### src/rtl/i2s_pkg.sv
`default_nettype none
// +----------------------------------------------------------------------------+
// | Module      : i2s_pkg                                                      |
// | Description : Shared channel indices, target state encoding and default   |
// |               sample/slot widths for the I2S link blocks.                  |
// | Revision    : 1.0                                                          |
// +----------------------------------------------------------------------------+
package i2s_pkg;

   localparam int CH_L = 0;
   localparam int CH_R = 1;

   localparam int DEF_SAMPLE_BITS = 24;
   localparam int DEF_SLOT_BITS   = 32;

   typedef enum logic [1:0] {
      ST_IDLE  = 2'd0,
      ST_ALIGN = 2'd1,
      ST_RUN   = 2'd2
   } tgt_state_t;

endpackage
`default_nettype wire

### src/rtl/i2s_edge_sync.sv
`default_nettype none
// +----------------------------------------------------------------------------+
// | Module      : i2s_edge_sync                                                |
// | Description : Synchronises sclk/lrclk/sdin into clk and emits one-clk     |
// |               sclk rise/fall strobes aligned with the synced lr/sd.       |
// | Revision    : 1.0                                                          |
// +----------------------------------------------------------------------------+
module i2s_edge_sync #(
   parameter int SYNC_STAGES = 2
) (
   input  logic clk,
   input  logic rst,
   input  logic sclk,
   input  logic lrclk,
   input  logic sdin,
   output logic sclk_rise,
   output logic sclk_fall,
   output logic lr_s,
   output logic sd_s
);

   // All three lines share one chain so lr/sd stay aligned with the sclk edge
   logic [2:0] r_sync [SYNC_STAGES];
   logic       r_sclk_prev;
   logic [2:0] w_sync_out;

   assign w_sync_out = r_sync[SYNC_STAGES-1];

   always_ff @(posedge clk or posedge rst) begin
      if (rst) begin
         for (int i = 0; i < SYNC_STAGES; i++) begin
            r_sync[i] <= 3'b000;
         end
         r_sclk_prev <= 1'b0;
      end else begin
         r_sync[0] <= {sclk, lrclk, sdin};
         for (int i = 1; i < SYNC_STAGES; i++) begin
            r_sync[i] <= r_sync[i-1];
         end
         r_sclk_prev <= w_sync_out[2];
      end
   end

   assign sclk_rise = w_sync_out[2] & ~r_sclk_prev;
   assign sclk_fall = ~w_sync_out[2] & r_sclk_prev;
   assign lr_s      = w_sync_out[1];
   assign sd_s      = w_sync_out[0];

endmodule
`default_nettype wire

### src/rtl/i2s_codec_target.sv
`default_nettype none
// +----------------------------------------------------------------------------+
// | Module      : i2s_codec_target                                             |
// | Description : Codec-side I2S target: deserialises sdin, serialises sdout. |
// |               Optional macro I2S_TARGET_FRAME_ERR_EN adds slot_err.       |
// | Revision    : 1.0                                                          |
// +----------------------------------------------------------------------------+
module i2s_codec_target
   import i2s_pkg::*;
#(
   parameter int SAMPLE_BITS = DEF_SAMPLE_BITS,
   parameter int SLOT_BITS   = DEF_SLOT_BITS,
   parameter int SYNC_STAGES = 2
) (
   input  logic                   clk,
   input  logic                   rst,
   input  logic                   codec_rstn,
   input  logic                   codec_mclk,
   input  logic                   codec_lrclk,
   input  logic                   codec_sclk,
   input  logic                   codec_sdin,
   output logic                   codec_sdout,
   output logic [SAMPLE_BITS-1:0] rx_data,
   output logic [1:0]             rx_vld,
   input  logic [SAMPLE_BITS-1:0] tx_data0,
   input  logic [SAMPLE_BITS-1:0] tx_data1,
   output logic [1:0]             tx_ack,
   output logic                   locked
`ifdef I2S_TARGET_FRAME_ERR_EN
   ,
   output logic                   slot_err
`endif
);

   localparam int CNT_W = $clog2(SLOT_BITS + 1);
   localparam logic [CNT_W-1:0] c_SAMPLE      = CNT_W'(SAMPLE_BITS);
   localparam logic [CNT_W-1:0] c_SAMPLE_LAST = CNT_W'(SAMPLE_BITS - 1);
   localparam logic [CNT_W-1:0] c_SLOT        = CNT_W'(SLOT_BITS);
`ifdef I2S_TARGET_FRAME_ERR_EN
   localparam logic [CNT_W-1:0] c_SLOT_LAST   = CNT_W'(SLOT_BITS - 1);
`endif

   tgt_state_t             r_state;
   tgt_state_t             w_state_nxt;
   logic                   r_rstn_sync [SYNC_STAGES];
   logic                   w_rstn_s;
   logic                   w_rise;
   logic                   w_fall;
   logic                   w_lr_s;
   logic                   w_sd_s;
   logic                   w_ws_chg;
   logic                   w_unused_mclk;
   logic                   r_lr_prev;
   logic                   r_lr_seen;
   logic                   r_ch;
   logic [CNT_W-1:0]       r_bitcnt;
   logic [SAMPLE_BITS-1:0] r_rx_shift;
   logic [SAMPLE_BITS-1:0] r_rx_data;
   logic                   r_rx_done;
   logic [1:0]             r_rx_vld;
   logic [SAMPLE_BITS-1:0] r_tx_shift;
   logic [SAMPLE_BITS-1:0] w_tx_word;
   logic                   r_tx_pend;
   logic [1:0]             r_tx_ack;
   logic                   r_locked;
`ifdef I2S_TARGET_FRAME_ERR_EN
   logic                   r_slot_err;
`endif

   assign w_unused_mclk = codec_mclk;

   i2s_edge_sync #(
      .SYNC_STAGES (SYNC_STAGES)
   ) u_edge_sync (
      .clk       (clk),
      .rst       (rst),
      .sclk      (codec_sclk),
      .lrclk     (codec_lrclk),
      .sdin      (codec_sdin),
      .sclk_rise (w_rise),
      .sclk_fall (w_fall),
      .lr_s      (w_lr_s),
      .sd_s      (w_sd_s)
   );

   always_ff @(posedge clk or posedge rst) begin
      if (rst) begin
         for (int i = 0; i < SYNC_STAGES; i++) begin
            r_rstn_sync[i] <= 1'b0;
         end
      end else begin
         r_rstn_sync[0] <= codec_rstn;
         for (int i = 1; i < SYNC_STAGES; i++) begin
            r_rstn_sync[i] <= r_rstn_sync[i-1];
         end
      end
   end

   assign w_rstn_s  = r_rstn_sync[SYNC_STAGES-1];
   // lr_seen blocks a false WS change against the stale reset value of lr_prev
   assign w_ws_chg  = w_rise & r_lr_seen & (w_lr_s != r_lr_prev);
   assign w_tx_word = (r_ch == 1'(CH_R)) ? tx_data1 : tx_data0;

   always_ff @(posedge clk or posedge rst) begin
      if (rst) begin
         r_state <= ST_IDLE;
      end else begin
         r_state <= w_state_nxt;
      end
   end

   always_comb begin
      w_state_nxt = r_state;
      case (r_state)
         ST_IDLE: begin
            if (w_rstn_s) w_state_nxt = ST_ALIGN;
         end
         ST_ALIGN: begin
            if (!w_rstn_s)     w_state_nxt = ST_IDLE;
            else if (w_ws_chg) w_state_nxt = ST_RUN;
         end
         ST_RUN: begin
            if (!w_rstn_s) w_state_nxt = ST_IDLE;
         end
         default: w_state_nxt = ST_IDLE;
      endcase
   end

   always_ff @(posedge clk or posedge rst) begin
      if (rst) begin
         r_lr_prev  <= 1'b0;
         r_lr_seen  <= 1'b0;
         r_ch       <= 1'b0;
         r_bitcnt   <= '0;
         r_rx_shift <= '0;
         r_rx_data  <= '0;
         r_rx_done  <= 1'b0;
         r_rx_vld   <= 2'b00;
         r_tx_shift <= '0;
         r_tx_pend  <= 1'b0;
         r_tx_ack   <= 2'b00;
         r_locked   <= 1'b0;
`ifdef I2S_TARGET_FRAME_ERR_EN
         r_slot_err <= 1'b0;
`endif
      end else begin
         r_rx_vld <= 2'b00;
         r_tx_ack <= 2'b00;
         if (!w_rstn_s || r_state == ST_IDLE) begin
            r_lr_seen  <= 1'b0;
            r_bitcnt   <= '0;
            r_rx_done  <= 1'b0;
            r_tx_shift <= '0;
            r_tx_pend  <= 1'b0;
            r_locked   <= 1'b0;
`ifdef I2S_TARGET_FRAME_ERR_EN
            r_slot_err <= 1'b0;
`endif
         end else begin
            r_rx_done <= 1'b0;
            if (r_rx_done) begin
               r_rx_data      <= r_rx_shift;
               r_rx_vld[r_ch] <= 1'b1;
            end
            if (w_rise) begin
               r_lr_seen <= 1'b1;
               r_lr_prev <= w_lr_s;
               if (w_ws_chg) begin
                  // Bit on this edge is the old slot's LSB (one-bit delay), so drop it
                  r_ch      <= w_lr_s;
                  r_bitcnt  <= '0;
                  r_tx_pend <= 1'b1;
                  if (r_state == ST_ALIGN) r_locked <= 1'b1;
`ifdef I2S_TARGET_FRAME_ERR_EN
                  // The aligning change happens in ALIGN, so it is never checked
                  if (r_state == ST_RUN && r_bitcnt != c_SLOT_LAST) r_slot_err <= 1'b1;
`endif
               end else if (r_state == ST_RUN) begin
                  if (r_bitcnt < c_SAMPLE) begin
                     r_rx_shift <= {r_rx_shift[SAMPLE_BITS-2:0], w_sd_s};
                     if (r_bitcnt == c_SAMPLE_LAST) r_rx_done <= 1'b1;
                  end
                  if (r_bitcnt != c_SLOT) r_bitcnt <= r_bitcnt + 1'b1;
               end
            end
            // Zero-fill shifting leaves sdout low once all sample bits are out
            if (w_fall && r_state == ST_RUN) begin
               if (r_tx_pend) begin
                  r_tx_shift     <= w_tx_word;
                  r_tx_pend      <= 1'b0;
                  r_tx_ack[r_ch] <= 1'b1;
               end else begin
                  r_tx_shift <= r_tx_shift << 1;
               end
            end
         end
      end
   end

   assign codec_sdout = r_tx_shift[SAMPLE_BITS-1];
   assign rx_data     = r_rx_data;
   assign rx_vld      = r_rx_vld;
   assign tx_ack      = r_tx_ack;
   assign locked      = r_locked;
`ifdef I2S_TARGET_FRAME_ERR_EN
   assign slot_err    = r_slot_err;
`endif

endmodule
`default_nettype wire

### config.mk
export PLATFORM = sky130hd
export DESIGN_NAME = i2s_codec_target
export DESIGN_NICKNAME = d
export VERILOG_FILES = /design/src/rtl/i2s_pkg.sv /design/src/rtl/i2s_edge_sync.sv /design/src/rtl/i2s_codec_target.sv
export SDC_FILE = /design/constraint.sdc
export NUM_CORES = 1
export LEC_CHECK = 0
export CAP_MARGIN = 5
export CORE_ASPECT_RATIO = 0.7
export CORE_MARGIN = 2
export CORE_UTILIZATION = 51
export CTS_CLUSTER_DIAMETER = 150
export DETAILED_ROUTE_END_ITERATION = 6
export HOLD_SLACK_MARGIN = 0.02
export PLACE_DENSITY = 0.79
export SYNTH_ARGS = -nofsm -noshare
export SYNTH_HDL_FRONTEND = slang
export SYNTH_SLANG_ARGS = --single-unit
### constraint.sdc
create_clock -name clk -period 5.9 [get_ports clk]
set_clock_uncertainty 0.15 [all_clocks]
set_input_delay 0.885 -clock clk [delete_from_list [all_inputs] [get_ports clk]]
set_output_delay 0.885 -clock clk [all_outputs]
set_load 0.01 [all_outputs]
* Word-level counts from Yosys, hierarchy flattened
Index checks and enable logic that the tools add are counted.
Operators by class: bitwise logic cells 8, muxes and demuxes 38, add/sub/neg operators 1, order comparisons 3, reduce and logical (&&, ||, !) cells 18, eq/ne operators 8
Operators by type and width (count):
- $mux W24 | 4
- $mux W6 | 5
- $mux W1 | 18
- $mux W2 | 9
- $reduce_and A3 Y1 | 4
- $reduce_bool A2 Y1 | 4
- $add A6 B1 Y6 const B | 1
- $eq A6 B5 Y1 const B | 1
- $lt A6 B5 Y1 const B | 1
- $ne A6 B6 Y1 const B | 1
- $pmux W2 S3 | 1
- $reduce_bool A3 Y1 | 2
- $reduce_and A5 Y1 | 1
- $and A1 B1 Y1 | 4
- $ne A2 B2 Y1 const B | 2
- $not A1 Y1 | 4
- $reduce_and A2 Y1 | 2
- $ne A3 B3 Y1 const B | 1
- $eq A2 B1 Y1 const B | 1
- $eq A2 B2 Y1 const B | 1
- $logic_and A1 B1 Y1 | 2
- $logic_not A2 Y1 | 1
- $lt A1 B2 Y1 const B | 1
- $demux W1 S1 | 1
- other kinds (4) | 4
Storage, ports and cells: flip-flop bits (word level) 99, bits of input ports 55, output and inout port bits 30

* Logic depth before layout (Yosys ltp)
Gate-level depths: netlist of run 1.
word-level depth 9, mapped depth 6, gate-level depth less buffers 6

* Cells and area by module
A second synthesis of run 1 with hierarchy kept.
Second synthesis, totals: cell total of the unflattened synthesis 351, area total of the unflattened synthesis 4331.7 um2
By module, submodules not included:
- i2s_codec_target | cells an instance 341, seq. area each 2302.2 um2, times used 1, area each 4137.7 um2
- i2s_edge_sync | cells an instance 10, seq. area each 175.2 um2, times used 1, area each 193.9 um2

* Worst setup path after synthesis of run 1
OpenSTA, ideal clock, no wires.
kind register to register, start point register r_bitcnt[0], end point register r_bitcnt[5], library setup time 0.123 ns, data arrival time 1.559 ns, setup slack 4.068 ns, stages on the path, launching flop included 7, clock period less this slack 1.832 ns, cell sequence dfrtp_1 > inv_1 > ha_1 > nor2b_1 > and3_1 > or4_4 > mux2i_1
Between the ends: longest elaborated chain between the ends 6, elaborated cells between the ends (all ways) 9
RTL lines:
- start: declaration | RTL line i2s_codec_target.sv:56 | logic [CNT_W-1:0] r_bitcnt;
- start signal: assignment | RTL line i2s_codec_target.sv:183 | if (r_bitcnt != c_SLOT) r_bitcnt <= r_bitcnt + 1'b1;
- $add A6 B1 Y6 | RTL line i2s_codec_target.sv:183
- $mux W6 | RTL line i2s_codec_target.sv:183
- $mux W6 | RTL line i2s_codec_target.sv:178 | end else if (r_state == ST_RUN) begin
- $mux W6 | RTL line i2s_codec_target.sv:168 | if (w_ws_chg) begin
- $mux W6 | RTL line i2s_codec_target.sv:165 | if (w_rise) begin
- $mux W6 | RTL line i2s_codec_target.sv:149 | if (!w_rstn_s || r_state == ST_IDLE) begin
Several ways; a longest one is shown, not always the timed one. The select of a mux whose other input is x is not followed. A chain may end at the register's enable or synchronous reset.

* Final worst setup path of run 1
start point register r_locked (netlist: locked), end point output port locked
RTL lines:
- start: declaration | RTL line i2s_codec_target.sv:65 | logic r_locked;
- start signal: assignment | RTL line i2s_codec_target.sv:142 | r_locked <= 1'b0;
- start signal: assignment | RTL line i2s_codec_target.sv:155 | r_locked <= 1'b0;
- start signal: assignment | RTL line i2s_codec_target.sv:173 | if (r_state == ST_ALIGN) r_locked <= 1'b1;
- end: declaration | RTL line i2s_codec_target.sv:28 | output logic locked
No word-level cell between the ends.

==> results of run 1 <==
[path summary, 6_finish.rpt]
kind / startpoint / to / slack [ns]
worst max-delay path: locked / locked / 3.59
worst min-delay path: u_edge_sync.r_sync[5] / u_edge_sync.w_sync_out[2] / 0.20
worst max register to register: w_rstn_s / r_rx_shift[23] / 3.70
worst min register to register: u_edge_sync.r_sync[5] / u_edge_sync.w_sync_out[2] / 0.20
max in group asynchronous: rst / r_bitcnt[2] / 3.73
min in group asynchronous: rst / rx_data[12] / 0.85
[routing by layer]
layer  up-vias  GRT usage [%]  wire, um
met1      1397           27.2      3960
met2        96           32.8      4040
li1       1360              -         -
met3        11           5.37       576
met5         -              0         0
met4         0           4.88       110
[where the power goes]
part           total, mW  switching, mW  internal, mW
clock              0.570          0.263         0.307
sequential         0.689        0.00539         0.684
combinational     0.0836         0.0383        0.0454
total               1.34          0.307          1.04
[stage by stage]
step	area, um2	worst slack (ns)	util [%]
global placement	5210	3.31	62.5
finish	5510	3.59	66.0
CTS	5510	3.58	66.0
detailed placement	5210	3.29	62.5
floorplan	4330	2.27	-
global route	5510	3.49	66.0
[cell families (layout without fill, tap and decap cells)]
kind of cell,count (synthesis),count (layout)
AO/OA/AOI/OAI,64,64
XOR/XNOR,3,3
adder cells (fa/ha/maj),2,2
buffers and inverters,22,105
flip-flops,99,99
multiplexers,74,74
AND/OR/NAND/NOR,70,70
[Yosys cell counts, types with 5 or more instances]
library cell  count  area (um2)
dfrtp_1          99        2480
nor2_1           33         124
nand2_1           6        22.5
clkbuf_1          9        33.8
mux2_2           29         327
a22o_1           23         201
mux2i_1          25         250
o21ai_0           5        25.0
buf_2             6        30.0
nand3_1           7        35.0
a21oi_1          29         145
mux2_4           20         300
[area by class of cell]
class                   count  area, um2
inverters                   3       13.8
flip-flops and latches     99       2480
clock inverters             6       57.6
multi-input cells         213       1730
fillers                   643       2830
repair buffers             86        853
well taps                 105        131
clock buffers              10        239
[registers in the layout, indices dropped and copies added, names as in the netlist, 2 cells and up]
| name | count |
|---|---|
| r_bitcnt | 6 |
| r_state | 2 |
| tx_ack | 2 |
| u_edge_sync.r_sync | 3 |
| rx_data | 24 |
| r_rx_shift | 24 |
| rx_vld | 2 |
| r_tx_shift | 24 |
| u_edge_sync.w_sync_out | 3 |
==> impl_results.md, run 1 <==
- Distinct cells, synth: 39
- Setup repair after global routing missed its margin: false
- Largest net degree at the start of global routing: 54
- Period utilization: 39.1%
- Post-route insts no fill: between 500 and 600
- Insertion delay to the later sink of the worst-skew pair: 0.34 ns
- # Post-CTS Setup Buffers: 0
- Multiplexer share of the synthesized area: around 20%
- Htree depth: 3
- Die width: 114 um
- CTS tree: built
- Io pins: 85
- Min-delay worst type: reg -> reg
- Initial Util: about half
- Primary FF master, synth: dfrtp_1
- Post-route ant nets: 0
- Post-Syn Instances: 334
- DIE HEIGHT: slightly above 80 um
- Worst VDD drop: between 0.15 and 0.2 mV
- Critical path type: reg -> out
- DP HPWL: 5810 um
- CP endpoint kind: output port
- Worst rel slew slack: 38.6%
- Hold depth: 0
- Setup TNS: 0 ns
- WL/cell: 16.6 um
- Initial antenna violation count: 0
- Final Hold Viols: 0
- Synth Net Count: between 300 and 400
- Worst R2R Path Depth: 3
- Startpoint types: flop
- Layout Area Growth over Synthesis: 27.2%
- Vias per cell: 5.49
- Yosys warning count: 0
- Synth async-reset ratio: 100%
- DRC viols: 0
- Worst path bufs/invs: 1
- Family with the most delay on the worst path: buffers and inverters
- First-pass GRT wire length: around 14000 um
- CP cell instances: clkdlybuf4s50_1
- Adder-Cell Fraction of Synth Area: 0.578%
- Clock Path Buffers: 2
- Post-synthesis sequential area ratio: 57.2%
- EDFF count, synth: 0
- Slew Limit Fails: 0
- # hold bufs at CTS: 0
- N_diodes: 0
- Vias in the first global route: 2912
- Leakage: roughly 2.6 nW
- CTS resizes: 0
- Critical path arrival: 1.27 ns
- Design Power: 1.34 mW
- Final setup vio count: 0
- Maximum fanout along the worst path: 2
- Synthesized cell area: around 4300 um2
- Final Net Count: 469
- Die area: 9250 um2
- Compound-Gate Fraction of Synth Area: between 9 and 10%
- Most frequent cells in the layout: dfrtp_1 (99), clkdlybuf4s50_1 (83), nor2_1 (33), a21oi_1 (29), mux2_2 (29)
- Tmin final: roughly 2.3 ns
- TritonCTS Sinks: about 100
- TritonCTS buffer count: 9
- GP Congestion: 0.857
- Simple-gate share of the synthesized area: 8.62%
- DP Cell Count: 506
- Worst EP required: slightly below 5 ns
- Commonest non-fill, non-tap cell in the layout: dfrtp_1
- Routed via count: between 2000 and 3000
- Share of layout cells above drive strength 1: 18.9%
- Rows: 28
- Syn_area_per_cell: roughly 13 um2
- Post-synthesis xor/xnor area fraction: 0.607%
- Max Cap Viol: 0
- Main combinational cell family by area after synthesis: multiplexers
- First-pass DRT Iterations: 4
- Core Area: 8340 um2
- Status: finished, final reports clean
- Slowest CP cell: clkdlybuf4s50_1
- Root Buffer: clkbuf_16
- Slowest stage delay, CP: between 0.5 and 0.6 ns
- Synth Register Bits: 99
- Post-Route WL: around 8700 um
- CP Depth: 1
- FMAX: ~430 MHz
- IO buf count: 83
- Clock-pin slew on the worst setup and hold paths: approximately 0.07 ns
- Grt ovf: 0
- Pwr/cell area: 244 nW/um2
- Total GRT Usage: 20.1%
- Hold WS: 0.201 ns
- Drt initial violations: 146
- Worst slew pin tran: 0.917 ns
Power figures use the tool's default switching activity.
==> run 2: changes to the inputs <==
--- a/config.mk
+++ b/config.mk
@@ -8,11 +8,11 @@
 export CAP_MARGIN = 5
 export CORE_ASPECT_RATIO = 0.7
 export CORE_MARGIN = 2
-export CORE_UTILIZATION = 51
+export CORE_UTILIZATION = 47
 export CTS_CLUSTER_DIAMETER = 150
 export DETAILED_ROUTE_END_ITERATION = 6
 export HOLD_SLACK_MARGIN = 0.02
-export PLACE_DENSITY = 0.79
+export PLACE_DENSITY = 0.77
 export SYNTH_ARGS = -nofsm -noshare
 export SYNTH_HDL_FRONTEND = slang
 export SYNTH_SLANG_ARGS = --single-unit
==> constraint.sdc (replaced) <==
create_clock -name clk -period 1.9 [get_ports clk]
set_clock_uncertainty 0.15 [all_clocks]
set_input_delay 0.285 -clock clk [delete_from_list [all_inputs] [get_ports clk]]
set_output_delay 0.285 -clock clk [all_outputs]
set_load 0.01 [all_outputs]
==> impl_results.md, run 2 (synthesis gave the netlist of run 1 again) <==
- Status: finished, final reports clean
- Vias in the first global route: approximately 3000
- # hold bufs at CTS: 0
- Worst EP required: a little under 2 ns
- Final core occ: a little under two thirds
- GP Congestion: 0.837
- Vias per cell: ~5.2
- Final Hold Viols: 0
- Htree depth: 3
- Initial Util: 48.1%
- Layout Area Growth over Synthesis: 32.9%
- Tmin final: 1.81 ns
- Worst slew pin tran: 0.566 ns
- TritonCTS Sinks: 99
- Drt initial violations: about 210
- Worst rel slew slack: between 60% and 70%
- Core Area: 9000 um2
- IO buf count: 83
- Commonest non-fill, non-tap cell in the layout: dfrtp_1
- Family with the most delay on the worst path: simple AND/OR/NAND/NOR gates
- Critical path type: reg -> reg
- WL/cell: 15.2 um
- Hold WS: 0.198 ns
- Grt met3 use: 6.18%
- Post-route insts no fill: 561
- DP HPWL: around 5900 um
- Slowest stage delay, CP: 0.45 ns
- Worst R2R Path Depth: 4
- Maximum fanout along the worst path: 7
- Most Crowded Layer GR: met2
- Worst VDD drop: about 0.45 mV
- Slowest CP cell: dfrtp_1
- Largest net degree at the start of global routing: 58
- Post-route ant nets: 0
- DP Cell Count: 542
- First-pass DRT Iterations: 4
- Min-delay worst type: reg -> reg
- Total GRT Usage: 18.4%
- CP cell instances: and4bb_2 -> nand4_4 -> buf_6 -> mux2_4
- Internal power: 3.22 mW
- First-pass GRT wire length: 14600 um
- TritonCTS buffer count: 9
- Clock share of power: 41.1%
- GR Util met2: between 20 and 30%
- FMAX: 552 MHz
- Pwr/cell area: 715 nW/um2
- Setup repair after global routing missed its margin: false
- DIE HEIGHT: ~84 um
- Routed via count: 2938
- Period utilization: ~95%
- Initial antenna violation count: 0
- Final instance area: 5750 um2
- Slew Limit Fails: 0
- Startpoint types: flop
- Switching Share: 21.8%
- Setup TNS: 0 ns
- Clock-pin slew on the worst setup and hold paths: 0.06 ns
- Final setup vio count: 0
- Rows: 29
- Post-Route WL: ~8500 um
- CTS tree: built
- Area of placed instances: 5440 um2
- Share of layout cells above drive strength 1: a little under a quarter
- M1 GR Usage: 24.1%
- Die width: 119 um
- N_diodes: 0
- Psw: 895 uW
- Root Buffer: clkbuf_16
- Worst path bufs/invs: 1
- CP endpoint kind: flop
- CP Depth: 4
- Final Net Count: ~490
- Hold depth: 0
- Leakage: 2.68 nW
- Clock Path Buffers: 2
- Die area: approximately 10000 um2
- DRC viols: 0
- Most frequent cells in the layout: dfrtp_1 (99), clkdlybuf4s50_1 (83), nor2_1 (33), a21oi_1 (29), mux2_2 (29)
- Max Cap Viol: 0
- Grt ovf: 0
- Critical path arrival: 1.89 ns
- Io pins: 85
- Seq pwr share: 52.0%
- Insertion delay to the later sink of the worst-skew pair: 0.34 ns
- Combinational fraction of design power: just under 7%
run 2: cell types whose count changed in the layout (fill, tap and decap cells not counted), moves of 2 or more:
cell / before / now
buf_12: 0 / 6
inv_8: 2 / 0
buf_4: 3 / 16
clkinv_4: 3 / 1
clkinv_2: 0 / 2
run 2: timing repair:
| action | in CTS | in global routing |
|---|---|---|
| pin swaps | 0 | 3 |
| buffers inserted | 1 | 2 |
| endpoints found under the setup margin | 1 | 32 |
| cloned | 0 | 0 |
| gates resized for setup | 0 | 4 |
run 2: layer usage:
metal | wire length (um) | share of wire [%]
met5 | 0 | 0
met3 | 380 | 4.5
met1 | 3890 | 46
met2 | 4180 | 49
met4 | 63 | 0.74
run 2: worst paths after layout:
path | to | slack (ns) | from
setup / recovery | r_rx_shift[5] | 0.09 | r_state[0]
hold / removal | u_edge_sync.w_sync_out[1] | 0.20 | u_edge_sync.r_sync[4]
setup reg to reg | r_rx_shift[5] | 0.09 | r_state[0]
hold reg to reg | u_edge_sync.w_sync_out[1] | 0.20 | u_edge_sync.r_sync[4]
max in group asynchronous | r_rx_shift[4] | 1.09 | rst
min in group asynchronous | r_tx_shift[3] | 0.23 | rst
run 2: power by group through the flow:
stage | logic [mW] | clock network (mW) | registers [mW]
5_1_grt | 0.316 | 1.82 | 2.14
6_report | 0.284 | 1.69 | 2.14
3_3_place_gp | 0.282 | 0 | 2.18
4_1_cts | 0.289 | 1.75 | 2.14
3_5_place_dp | 0.288 | 0 | 2.18
2_1_floorplan | 0.124 | 0 | 2.17
run 2: cell type report:
type                       count  area, um2
clock inverter                 5       36.3
multi-input combinational    213       1740
fill                         689       3250
clock buffer                  11        243
timing repair buffer         106       1080
tap                          124        155
sequential                    99       2480
inverter                       3       15.0
run 2: through the flow:
step                setup WS (ns)  power [mW]
floorplan                  0.0680        2.30
finish                     0.0878        4.11
detailed placement         0.0218        2.46
CTS                       0.00642        4.18
global placement           0.0825        2.46
global route               0.0127        4.28
